## src/rtl/dcache_pkg.sv

```systemverilog
// Shared constants and types for the data-cache load-return path.
// Load op codes, line geometry and the refill FSM states.
package dcache_pkg;

  localparam int LINE_W = 128;
  localparam int WORD_W = 32;
  localparam int BEATS  = 4;

  typedef enum logic [2:0] {
    LD_B  = 3'd0,
    LD_H  = 3'd1,
    LD_W  = 3'd2,
    LD_BU = 3'd3,
    LD_HU = 3'd4
  } ld_op_e;

  typedef enum logic {
    S_IDLE   = 1'b0,
    S_REFILL = 1'b1
  } state_e;

endpackage

```

## src/rtl/load_extend.sv

```systemverilog
// Byte/halfword/word extraction with sign or zero extension.
// Unknown op codes pass the full word through.
module load_extend
  import dcache_pkg::*;
(
  input  logic [WORD_W-1:0] word,
  input  logic [1:0]        off,
  input  logic [2:0]        op,
  output logic [WORD_W-1:0] result
);

  logic [7:0]  b;
  logic [15:0] h;

  always_comb begin
    b      = word[{off, 3'b000} +: 8];
    h      = off[1] ? word[31:16] : word[15:0];
    result = word;
    case (ld_op_e'(op))
      LD_B:    result = {{24{b[7]}}, b};
      LD_BU:   result = {24'd0, b};
      LD_H:    result = {{16{h[15]}}, h};
      LD_HU:   result = {16'd0, h};
      LD_W:    result = word;
      default: result = word;
    endcase
  end

endmodule

```

## src/rtl/dcache_load_return.sv

```systemverilog
// Load-return stage: extends hit data, or gathers a refill line
// from the bus and returns the requested word from it.
module dcache_load_return
  import dcache_pkg::*;
(
  input  logic              clk,
  input  logic              rstn,
  input  logic              req_valid,
  input  logic [1:0]        hit,
  input  logic [LINE_W-1:0] line_data,
  input  logic [3:0]        offset,
  input  logic [2:0]        ld_op,
  input  logic              ret_valid,
  input  logic              ret_last,
  input  logic [WORD_W-1:0] ret_data,
  output logic              busy,
  output logic              rdata_valid,
  output logic [WORD_W-1:0] rdata,
  output logic              refill_valid,
  output logic [LINE_W-1:0] refill_line,
  output logic              multi_hit
);

  state_e            state;
  logic [1:0]        cnt;
  logic [WORD_W-1:0] buffer [BEATS];
  logic [WORD_W-1:0] buf_nx [BEATS];
  logic [3:0]        lat_off;
  logic [2:0]        lat_op;

  logic              in_refill;
  logic              beat;
  logic [LINE_W-1:0] line_nx;
  logic [WORD_W-1:0] hit_word;
  logic [WORD_W-1:0] ext_word;
  logic [1:0]        ext_off;
  logic [2:0]        ext_op;
  logic [WORD_W-1:0] ext_res;

  assign in_refill = (state == S_REFILL);
  assign busy      = in_refill;
  assign beat      = in_refill && ret_valid;

  // Buffer as it will look after this cycle's beat, so the
  // completing beat is visible to both line and word returns.
  always_comb begin
    for (int i = 0; i < BEATS; i++) begin
      buf_nx[i] = (beat && cnt == 2'(i)) ? ret_data : buffer[i];
    end
  end

  assign line_nx  = {buf_nx[3], buf_nx[2], buf_nx[1], buf_nx[0]};
  assign hit_word = line_data[{offset[3:2], 5'b00000} +: WORD_W];
  assign ext_word = in_refill ? buf_nx[lat_off[3:2]] : hit_word;
  assign ext_off  = in_refill ? lat_off[1:0] : offset[1:0];
  assign ext_op   = in_refill ? lat_op : ld_op;

  load_extend u_ext (
    .word   (ext_word),
    .off    (ext_off),
    .op     (ext_op),
    .result (ext_res)
  );

  always_ff @(posedge clk or negedge rstn) begin
    if (!rstn) begin
      state        <= S_IDLE;
      cnt          <= '0;
      buffer       <= '{default: '0};
      lat_off      <= '0;
      lat_op       <= '0;
      rdata_valid  <= 1'b0;
      rdata        <= '0;
      refill_valid <= 1'b0;
      refill_line  <= '0;
      multi_hit    <= 1'b0;
    end else begin
      rdata_valid  <= 1'b0;
      refill_valid <= 1'b0;
      multi_hit    <= 1'b0;
      case (state)
        S_IDLE: begin
          if (req_valid) begin
            if (hit == 2'b00) begin
              lat_off <= offset;
              lat_op  <= ld_op;
              cnt     <= '0;
              buffer  <= '{default: '0};
              state   <= S_REFILL;
            end else begin
              rdata       <= ext_res;
              rdata_valid <= 1'b1;
              multi_hit   <= &hit;
            end
          end
        end
        S_REFILL: begin
          if (ret_valid) begin
            buffer[cnt] <= ret_data;
            cnt         <= cnt + 2'd1;
            if (ret_last) begin
              refill_line  <= line_nx;
              refill_valid <= 1'b1;
              rdata        <= ext_res;
              rdata_valid  <= 1'b1;
              state        <= S_IDLE;
            end
          end
        end
        default: state <= S_IDLE;
      endcase
    end
  end

endmodule

```

## config.mk

```make
export PLATFORM = sky130hd
export DESIGN_NAME = dcache_load_return
export DESIGN_NICKNAME = d
export VERILOG_FILES = /design/src/rtl/dcache_pkg.sv /design/src/rtl/load_extend.sv /design/src/rtl/dcache_load_return.sv
export SDC_FILE = /design/constraint.sdc
export NUM_CORES = 1
export LEC_CHECK = 0
export ABC_CLOCK_PERIOD_IN_PS = 2700
export CAP_MARGIN = 5
export CORE_MARGIN = 1
export CORE_UTILIZATION = 40
export DETAILED_ROUTE_END_ITERATION = 8
export HOLD_SLACK_MARGIN = 0.02
export PLACE_DENSITY = 0.7
export SYNTH_ARGS = -nofsm -noshare
export SYNTH_HDL_FRONTEND = slang
export SYNTH_SLANG_ARGS = --single-unit
```

## constraint.sdc

```tcl
create_clock -name clk -period 2.7 [get_ports clk]
set_input_delay 0.54 -clock clk [delete_from_list [all_inputs] [get_ports clk]]
set_output_delay 0.54 -clock clk [all_outputs]
set_load 0.01 [all_outputs]
```

==> summary.md, run 1 <==
| Metric | Value |
|---|---|
| DRT iter0 DRCs | 1388 |
| Hold WC Path Type | input port to async pin |
| Syn_area_per_cell | 11.07 sq um |
| Slew @ Worst Pin | 0.6253 ns |
| Async S/R FF share, synth | 100.0% |
| Clock Path Buffers | 3 |
| Placed insts | 2355 |
| Max_cap viols | 0 |
| Final Max Tran Viols | 0 |
| GRT overflow | 0 |
| Final wirelength | 58620 um |
| Post-route ant nets | 0 |
| Sequential share of power | 34.8% |
| GRT Total Usage | 29.28% |
| Relative slew slack | 58.31% |
| DRT Pass-1 Iters | 6 |
| DP Area | 21060 sq um |
| Die width | 198.1 um |
| Hold Fails Final Rpt | 0 |
| Final worst setup slack | 0.01145 ns |
| CTS tree | built |
| Vias in the first global route | 13893 |
| Req. time, crit path | 3.09 ns |
| Largest net degree at the start of global routing | 87 |
| Worst VDD drop | 0.0004088 V |
| Dominant synthesized flop cell | dfrtp_1 |
| CTS Sinks | 301 |
| Area Overhead vs Synth | 47.57% |
| Register bit total from synthesis | 301 |
| Post-synth top area cell | dfrtp_1 |
| FMAX | 0.3719 GHz |
| Layout Cells excl Fill | 2427 |
| Cell variety after synth | 65 |
| Crit path launch type | flip-flop |
| Vias | 13893 |
| Area of the core | 37760 sq um |
| Drt via density | 5.724 |
| Fin util | 60.12% |
| Worst endpoint data arrival time | 3.08 ns |
| Logic gate share of total power | 41.3% |
| Die area | 39240 sq um |
| Initial Util | 40.74% |
| HPWL Detailed | 43100 um |
| Setup_tns | 0 ns |
| Port Buffer Count | 337 |
| Internal Power | 13.02 mW |
| Htree depth | 2 |
| Synth top area share | 48.97% |
| N_diodes | 0 |
| Critical Path Sink Type | flip-flop |
| Max FO, Critical Path | 7 |
| Number of synthesized flops with an enable pin | 0 |
| Root buffer cell | clkbuf_16 |
| Num CTS Buffers | 35 |
| Crit path time final | 2.689 ns |
| Switching portion of total power | 34.45% |
| Layout cell share with drive strength beyond 1 | 25.26% |
| GP Congestion | 0.9565 |
| Ports | 338 |
| Sequential fraction of the synthesis area | 48.97% |
| Pleak | 10.34 nW |
| Clk_lat worst skew | 0.51 ns |
| Synth warn | 0 |
| Switching power | 6.843 mW |
| Status | finished clean |
| Post-Synthesis Cells | 1389 |
| Mapped Nets | 1567 |
| Post-route clock period utilization | 99.58% |
| Final nets | 2072 |
| DRC Markers | 0 |
| Site Rows | 71 |
| Global-route wire length before repair | 86080 um |
| Initial antenna violation count | 1 |
| Min Hold Slack | 0.0008527 ns |
| Post-route cell area | 22700 sq um |
| Clock slew at reported path FFs | 0.06 ns |
| Clk pwr share | 23.9% |
| Mapped cell area | 15380 sq um |
| Routed wire per std cell | 24.15 um |
| P per Cell Area | 875.2 nW/um^2 |
| Endpoints failing setup | 0 |
| RSZ-0062 raised after global routing | true |
| Design Power | 19.87 mW |
| Final Skew | 0.01367 ns |
| Post-place setup slack | -0.6233 ns |
| WS Path Type | flip-flop to flip-flop |
| Die Y-Extent | 198.1 um |
| Area contributors post-synth | dfrtp_1, mux2i_1, mux4_2 |
| Hold-fix buffers, CTS | 0 |
cells by family (layout without fill, tap and decap cells):
| logic type | count (synthesis) | after routing | synth area share, % |
|---|---|---|---|
| DFF | 301 | 301 | 48.97 |
| xor gates and xnor gates | 4 | 4 | 0.2278 |
| and+or+nand+nor | 311 | 312 | 8.939 |
| adders and majority gates | 4 | 4 | 0.3254 |
| muxes | 214 | 214 | 18.08 |
| buffers and inverters | 149 | 675 | 4.400 |
| AOI/OAI and AO/OA | 406 | 406 | 19.06 |
cells in the final DEF, fill, tap and decap left out, types with 14 or more instances in the layout:
cell,n
buf_12,26
mux2i_1,128
nor2_1,61
dfrtp_1,297
o22ai_1,16
mux4_2,49
clkbuf_16,36
o21ai_0,128
a21oi_1,32
a211oi_1,16
clkdlybuf4s50_1,335
buf_4,239
o211ai_1,14
mux2_2,17
nand2_1,188
a22o_1,117
a31oi_4,14
worst max-delay path: stages (launching register included):
cell,delay [ns]
dfrtp_1,0.43
inv_2,0.10
ha_4,0.18
nand3_4,0.10
buf_8,0.16
mux2i_4,0.27
mux4_2,0.35
buf_4,0.15
nor4_2,0.03
buf_4,0.15
nor4_4,0.38
buf_6,0.19
a21oi_1,0.07
power by group through the flow:
stage	combinational, mW	sequential (mW)	clock [mW]
2_1_floorplan	3.16	6.91	0
3_3_place_gp	7.68	6.88	0
3_5_place_dp	7.78	6.91	0
4_1_cts	7.87	6.86	4.81
5_1_grt	8.70	7.04	4.97
6_report	8.21	6.91	4.75
final timing paths:
| check | start | end | slack (ns) | cells after the start |
|---|---|---|---|---|
| worst max-delay path | cnt[1]$_DFFE_PN0P_ | rdata[12]$_DFFE_PN0P_ | 0.01 | 12 |
| worst min-delay path | rstn | buffer[55]$_DFFE_PN0P_ | 0.0009 | 1 |
| worst max register to register | cnt[1]$_DFFE_PN0P_ | rdata[12]$_DFFE_PN0P_ | 0.01 | 12 |
| worst min register to register | refill_line[97]$_DFFE_PN0P_ | refill_line[97]$_DFFE_PN0P_ | 0.48 | 2 |
| max in group asynchronous | rstn | buffer[29]$_DFFE_PN0P_ | 1.92 | 2 |
| min in group clk | refill_line[97]$_DFFE_PN0P_ | refill_line[97]$_DFFE_PN0P_ | 0.48 | 2 |
cell type report:
| type | count | area (sq um) |
|---|---|---|
| repair buffers | 609 | 5784 |
| fillers | 3035 | 15060 |
| well taps | 511 | 639.4 |
| inverters | 7 | 28.78 |
| flip-flops and latches | 301 | 7540 |
| clock inverters | 11 | 142.6 |
| clock buffers | 48 | 984.7 |
| multi-input cells | 940 | 7580 |
synthesized netlist by cell type, types with 2 or more instances:
master and count:
and3_1 6, o21ai_0 130, a2111oi_0 4, o32a_1 6
mux2_2 21, buf_4 6, buf_1 9, a22o_1 117
or2_1 2, a32oi_1 2, clkbuf_1 93, nand3_2 3
ha_1 4, nor3_1 2, nand2b_1 7, dfrtp_1 301
a31oi_4 10, buf_2 26, a31oi_1 13, inv_1 6
o21ai_1 4, nor2_1 62, a211oi_1 20, a21o_1 9
and2_1 9, a221oi_1 6, a21boi_0 5, and4_1 3
a31o_2 2, mux4_2 49, or2_0 2, buf_6 6
o31ai_1 4, a21oi_1 33, nand3b_1 4, or2_2 6
o22ai_1 18, xor2_1 3, nand2_1 189, nand3_1 3
o211ai_1 14, mux2i_1 144, or3_1 4
timing repair:
item                       in CTS  in global routing
cloned                          0                  2
resized for setup              11                 70
setup endpoints to repair      28                 30
pin swaps                       1                 10
buffers inserted                3                  8
state kept, by name, summed over array words and instances (netlist names):
signal / count
rdata: 32
lat_off: 4
rdata_valid: 1
cnt: 2
lat_op: 3
buffer: 128
refill_line: 128
refill_valid: 1
busy: 1
multi_hit: 1
metal layers:
layer	vias to the layer above	global-route usage, %	part of all wire (%)
met5	-	1.405	0.13
met4	2	9.216	3.0
met3	107	6.898	9.1
met2	684	46.55	47
met1	6972	39.33	41
li1	6128	-	-
Power figures use the tool's default switching activity.
==> inputs of run 2 (changes only) <==
Settings changed: ABC_CLOCK_PERIOD_IN_PS 2700 to 2500, CORE_MARGIN 1 to 5, SLEW_MARGIN set to 15.
Clock period 2.7 ns to 2.5 ns, I/O delays scaled along.
==> run 2 against run 1 <==
  * The run now ends with negative setup slack left
  * Sequential power rose by 7.4%
  * Cell area up 4.1%
  * Register-to-register slack worse by 0.18 ns
  * Highest routed layer unchanged
  * Via count is 1.2% higher
  * Wire length rose by 1.1%
  * Worst hold slack improved by 0.47 ns
  * Non-clock buffer count rose by 43
  * Clock skew is 0.015 ns higher
  * Flip-flop and latch count unchanged
==> summary.md, run 2 (synthesis results as in run 1) <==
| Metric | Value |
|---|---|
| Biggest regs | buffer (128), refill_line (128), rdata (32) |
| Clock Path Buffers | 3 (unchanged) |
| Setup_tns | -4.521 ns (-4.521 ns) |
| WS Path Type | flip-flop to flip-flop |
| GRT Total Usage | 27.09% (-2.2 points) |
| Post-route ant nets | 0 (unchanged) |
| Die Y-Extent | 206.1 um (+4.0%) |
| Worst endpoint data arrival time | 3.06 ns (-0.02 ns) |
| Max_cap viols | 0 (unchanged) |
| R2r setup slk | -0.17 ns (-0.18 ns) |
| Multi-input logic area | 7949 sq um (+4.9%) |
| Req. time, crit path | 2.89 ns (-0.20 ns) |
| Vias | 14064 (+1.2%) |
| CP endpoint | rdata[14]$_DFFE_PN0P_ |
| Clock slew at reported path FFs | 0.07 ns (about the same) |
| Root buffer cell | clkbuf_16 |
| FMAX | 0.3743 GHz (+0.65%) |
| Hold WC Path Type | flip-flop to flip-flop |
| Final Skew | 0.02841 ns (+0.01474 ns) |
| Layout Cells excl Fill | 2475 (+2.0%) |
| Port Buffer Count | 337 (unchanged) |
| CTS tree | built |
| Routed wire per std cell | 23.95 um (-0.86%) |
| Placed insts | 2374 (+0.81%) |
| Drt via density | 5.682 (-0.73%) |
| Most common cell after layout, fill and taps aside | clkdlybuf4s50_1 |
| Max FO, Critical Path | 6 (-1) |
| R2R depth | 10 (-2) |
| CTS Sinks | 301 (unchanged) |
| Num CTS Buffers | 35 (unchanged) |
| Failing checks | negative setup slack |
| Critical Path Sink Type | flip-flop |
| Fin util | 62.46% (+2.3 points) |
| Design Power | 22.20 mW (+12%) |
| Initial antenna violation count | 1 (unchanged) |
| Crit path launch | cnt[0]$_DFFE_PN0P_ |
| HPWL Detailed | 43850 um (+1.7%) |
| DRT Pass-1 Iters | 5 (-1) |
| N_diodes | 0 (unchanged) |
| DRT iter0 DRCs | 1215 (-12%) |
| GP Congestion | 0.9280 (-3.0%) |
| Layout cell share with drive strength beyond 1 | 29.48% (+4.2 points) |
| Slew @ Worst Pin | 0.5734 ns (-0.05187 ns) |
| Crit path time final | 2.671 ns (-0.01724 ns) |
| Ports | 338 (unchanged) |
| Htree depth | 2 (unchanged) |
| Die width | 206.1 um (+4.0%) |
| DRC Markers | 0 (unchanged) |
| Clk_lat worst skew | 0.53 ns (+0.02 ns) |
| GRT overflow | 0 (unchanged) |
| Endpoints failing setup | 32 (+32) |
| Final worst setup slack | -0.1713 ns (-0.1828 ns) |
| RSZ-0062 raised after global routing | true |
| Final nets | 2116 (+2.1%) |
| Commonest cells after routing, fill and taps aside | clkdlybuf4s50_1, dfrtp_1, buf_4 |
| P per Cell Area | 939.3 nW/um^2 (+7.3%) |
| Status | finished with violations |
| Vias in the first global route | 14490 (+4.3%) |
| Area Overhead vs Synth | 53.66% |
| Post-route clock period utilization | 106.9% (+7.3 points) |
| Crit path launch type | flip-flop |
| Total area of sequential cells | 7541 sq um (about the same) |
| Fill cell count | 3051 (+0.53%) |
| Reg-to-Reg End | rdata[14]$_DFFE_PN0P_ |
| Final Max Tran Viols | 0 (unchanged) |
| Die area | 42480 sq um (+8.2%) |
| Area of the core | 37840 sq um (+0.24%) |
| Initial Util | 40.65% (-0.096 points) |
| Relative slew slack | 61.77% (+3.5 points) |
| Largest net degree at the start of global routing | 73 (-16%) |
| Pleak | 10.58 nW (+2.3%) |
| Hold Fails Final Rpt | 0 (unchanged) |
| Worst VDD drop | 0.0004613 V (+13%) |
| Global-route wire length before repair | 88730 um (+3.1%) |
| Final wirelength | 59270 um (+1.1%) |
| Worst r2r src | cnt[0]$_DFFE_PN0P_ |
| Site Rows | 71 (unchanged) |
## run 2: cell types whose count changed in the layout (fill, tap and decap cells not counted), sizes merged
cell	before	now
and3	6	7
clkinv	5	8
clkbuf	49	51
inv	9	8
dlygate4sd3	0	1
buf	273	316
clkinvlp	1	0
## run 2: repair_timing
| action | 4_1_cts | 5_1_grt |
|---|---|---|
| gates cloned | 3 | 0 |
| buffers inserted | 29 | 5 |
| gates resized for setup | 124 | 45 |
| hold buffers | 1 | 0 |
| endpoints found under the setup margin | 32 | 32 |
| pin swaps | 41 | 13 |
| endpoints found under the hold margin | 64 | 0 |
## run 2: layout make-up
| class | instances | share of cell area (%) |
|---|---|---|
| Tap cell | 511 | 2.705 |
| Sequential cell | 301 | 31.90 |
| Clock buffer | 51 | 4.521 |
| Clock inverter | 12 | 0.6670 |
| Multi-Input combinational cell | 941 | 33.63 |
| Timing Repair Buffer | 652 | 26.45 |
| Inverter | 7 | 0.1218 |
## run 2: critical path, stage by stage, from the launching register on
cell and delay [ns]:
dfrtp_2 0.44, buf_4 0.16, ha_4 0.18, nand3_4 0.15, mux2i_1 0.41, mux2_2 0.27
a32oi_2 0.07, and4_4 0.23, nor4_4 0.37, buf_6 0.19, a21oi_2 0.05
## run 2: worst min path at each step
stage | start | endpoint | slack (ns) | depth (start not counted)
floorplan | rstn | buffer[0]$_DFFE_PN0P_ | 0.20 | 0
global placement | buffer[51]$_DFFE_PN0P_ | buffer[51]$_DFFE_PN0P_ | 0.46 | 2
detailed placement | buffer[19]$_DFFE_PN0P_ | buffer[19]$_DFFE_PN0P_ | 0.46 | 2
CTS | buffer[19]$_DFFE_PN0P_ | buffer[19]$_DFFE_PN0P_ | 0.48 | 2
global route | refill_line[25]$_DFFE_PN0P_ | refill_line[25]$_DFFE_PN0P_ | 0.50 | 2
finish | buffer[19]$_DFFE_PN0P_ | buffer[19]$_DFFE_PN0P_ | 0.47 | 2
## run 2: layer usage
layer / share of wire (%) / vias to the layer above / track usage [%]
met5: 0.029 / - / 0
met4: 3.4 / 2 / 8.484
met1: 41 / 7081 / 36.80
met3: 7.8 / 102 / 5.209
li1: - / 6233 / -
met2: 48 / 646 / 44.19
## run 2: where the power goes
group | internal, mW | leakage, nW | total (mW) | switching, mW
combinational | 5.04 | 5.98 | 9.39 | 4.35
sequential | 6.30 | 4.00 | 7.42 | 1.11
clock | 3.30 | 0.610 | 5.39 | 2.09
## run 2: through the flow
stage | instance area [sq um] | hold slack (ns) | worst slack (ns)
after floorplan | 15390 | 0.2044 | -0.008953
after global placement | 21270 | 0.4590 | -0.7997
after detailed placement | 21270 | 0.4646 | -0.8079
after CTS | 23370 | 0.4786 | -0.1821
after global routing | 23640 | 0.5012 | -0.2366
final | 23640 | 0.4738 | -0.1713
==> variant: new RTL, settings of run 1 <==
Reset style: synchronous (`rstn`), changed in one clocked block.
--- a/src/rtl/dcache_load_return.sv
+++ b/src/rtl/dcache_load_return.sv
@@ -64,3 +64,3 @@
 
-  always_ff @(posedge clk or negedge rstn) begin
+  always_ff @(posedge clk) begin
     if (!rstn) begin
Formal check against the unedited RTL: differs if rstn is asserted again (counterexample within 4 cycles, from zero or initial values and one cycle with rstn low); with rstn held inactive, the same outputs for 4 cycles.
==> variant against run 1 <==
  * The flow now finishes with violations (design-rule violations, negative setup slack)
  * Design area is 7.0% lower
  * Worst setup slack worse by 0.21 ns
  * Count of clock-buffer cells in the layout is 3 higher
  * Area after synthesis is 5.7% lower
  * Sequential cell count stayed put
  * Wire length is 6.4% lower
  * Non-clock buffer count is 35 lower
  * Largest cell class unchanged
Power is not compared: it rests on default switching activity, and its combinational part moved more than twofold at a synthesized area within 25%.
==> variant: results <==
INSERT INTO impl_metrics (metric_group, metric, value, unit) VALUES
('logic_synthesis', 'share_of_the_synthesized_area_in_compound_gates_ao_oa_aoi_oai', '0.216', ''),
('final_layout', 'instances_no_fill', '2508', ''),
('global_routing', 'global_route.usage.met3', '0.0451', ''),
('critical_path', 'path_delay_family', 'multiplexers', ''),
('sta', 'setup_violations', '21', ''),
('global_routing', 'globalRouteMet2Util', '0.463', ''),
('critical_path', 'worst_r2r_startpoint', 'cnt[1]', ''),
('floorplanning', 'fp.dieArea', '37000', 'um^2'),
('logic_synthesis', 'muxShareOfSynthArea', '0.179', ''),
('routing', 'wl_met2', '25.2', 'mm'),
('final_layout', 'non_clock_buffer_count', '574', ''),
('logic_synthesis', 'postSynthNetCount', '1765', ''),
('final_layout', 'number_of_logic_inverters_in_the_finished_layout', '14', ''),
('critical_path', 'critical_path.max_stage_delay', '0.52', 'ns'),
('final_layout', 'fraction_of_area_in_multi_input_gates', '0.372', ''),
('clock_tree', 'clk_latency', '0.53', 'ns'),
('critical_path', 'reg2reg_depth', '10', ''),
('global_routing', 'gr-usage-met1', '0.384', ''),
('run_status', 'violated_checks', 'design-rule violations, negative setup slack', ''),
('global_routing', 'grt_start_max_net_pins', '76', ''),
('sta', 'postLayoutSetupSlackWorst', '-0.201', 'ns'),
('critical_path', 'critical_path.slowest_cell', 'sky130_fd_sc_hd__mux4_2', ''),
('routing', 'viasPerCell', '5.77', ''),
('routing', 'drc', '58', ''),
('run_status', 'run_status', 'complete, but fails checks', '');
-- variant: cell count changes after synthesis, moves of 20 or more --
cell                       delta
sky130_fd_sc_hd__a211oi_1   +106
sky130_fd_sc_hd__a22o_1     -117
sky130_fd_sc_hd__a22oi_1    +123
sky130_fd_sc_hd__clkbuf_1    +30
sky130_fd_sc_hd__clkbuf_2    +20
sky130_fd_sc_hd__dfrtp_1    -301
sky130_fd_sc_hd__dfxtp_1    +301
sky130_fd_sc_hd__nand2_1     -69
sky130_fd_sc_hd__nor2_1     +213
sky130_fd_sc_hd__o21ai_0    -117
-- variant: stage by stage --
step / total power [mW] / TNS, ns / hold slack (ns)
5_1_grt: 11.3 / -5.84 / 0.479
2_1_floorplan: 5.43 / -4.33 / 0.434
4_1_cts: 11.0 / -3.38 / 0.455
6_report: 10.9 / -3.26 / 0.454
3_3_place_gp: 6.27 / -28.89 / 0.441
3_5_place_dp: 6.28 / -30.46 / 0.447
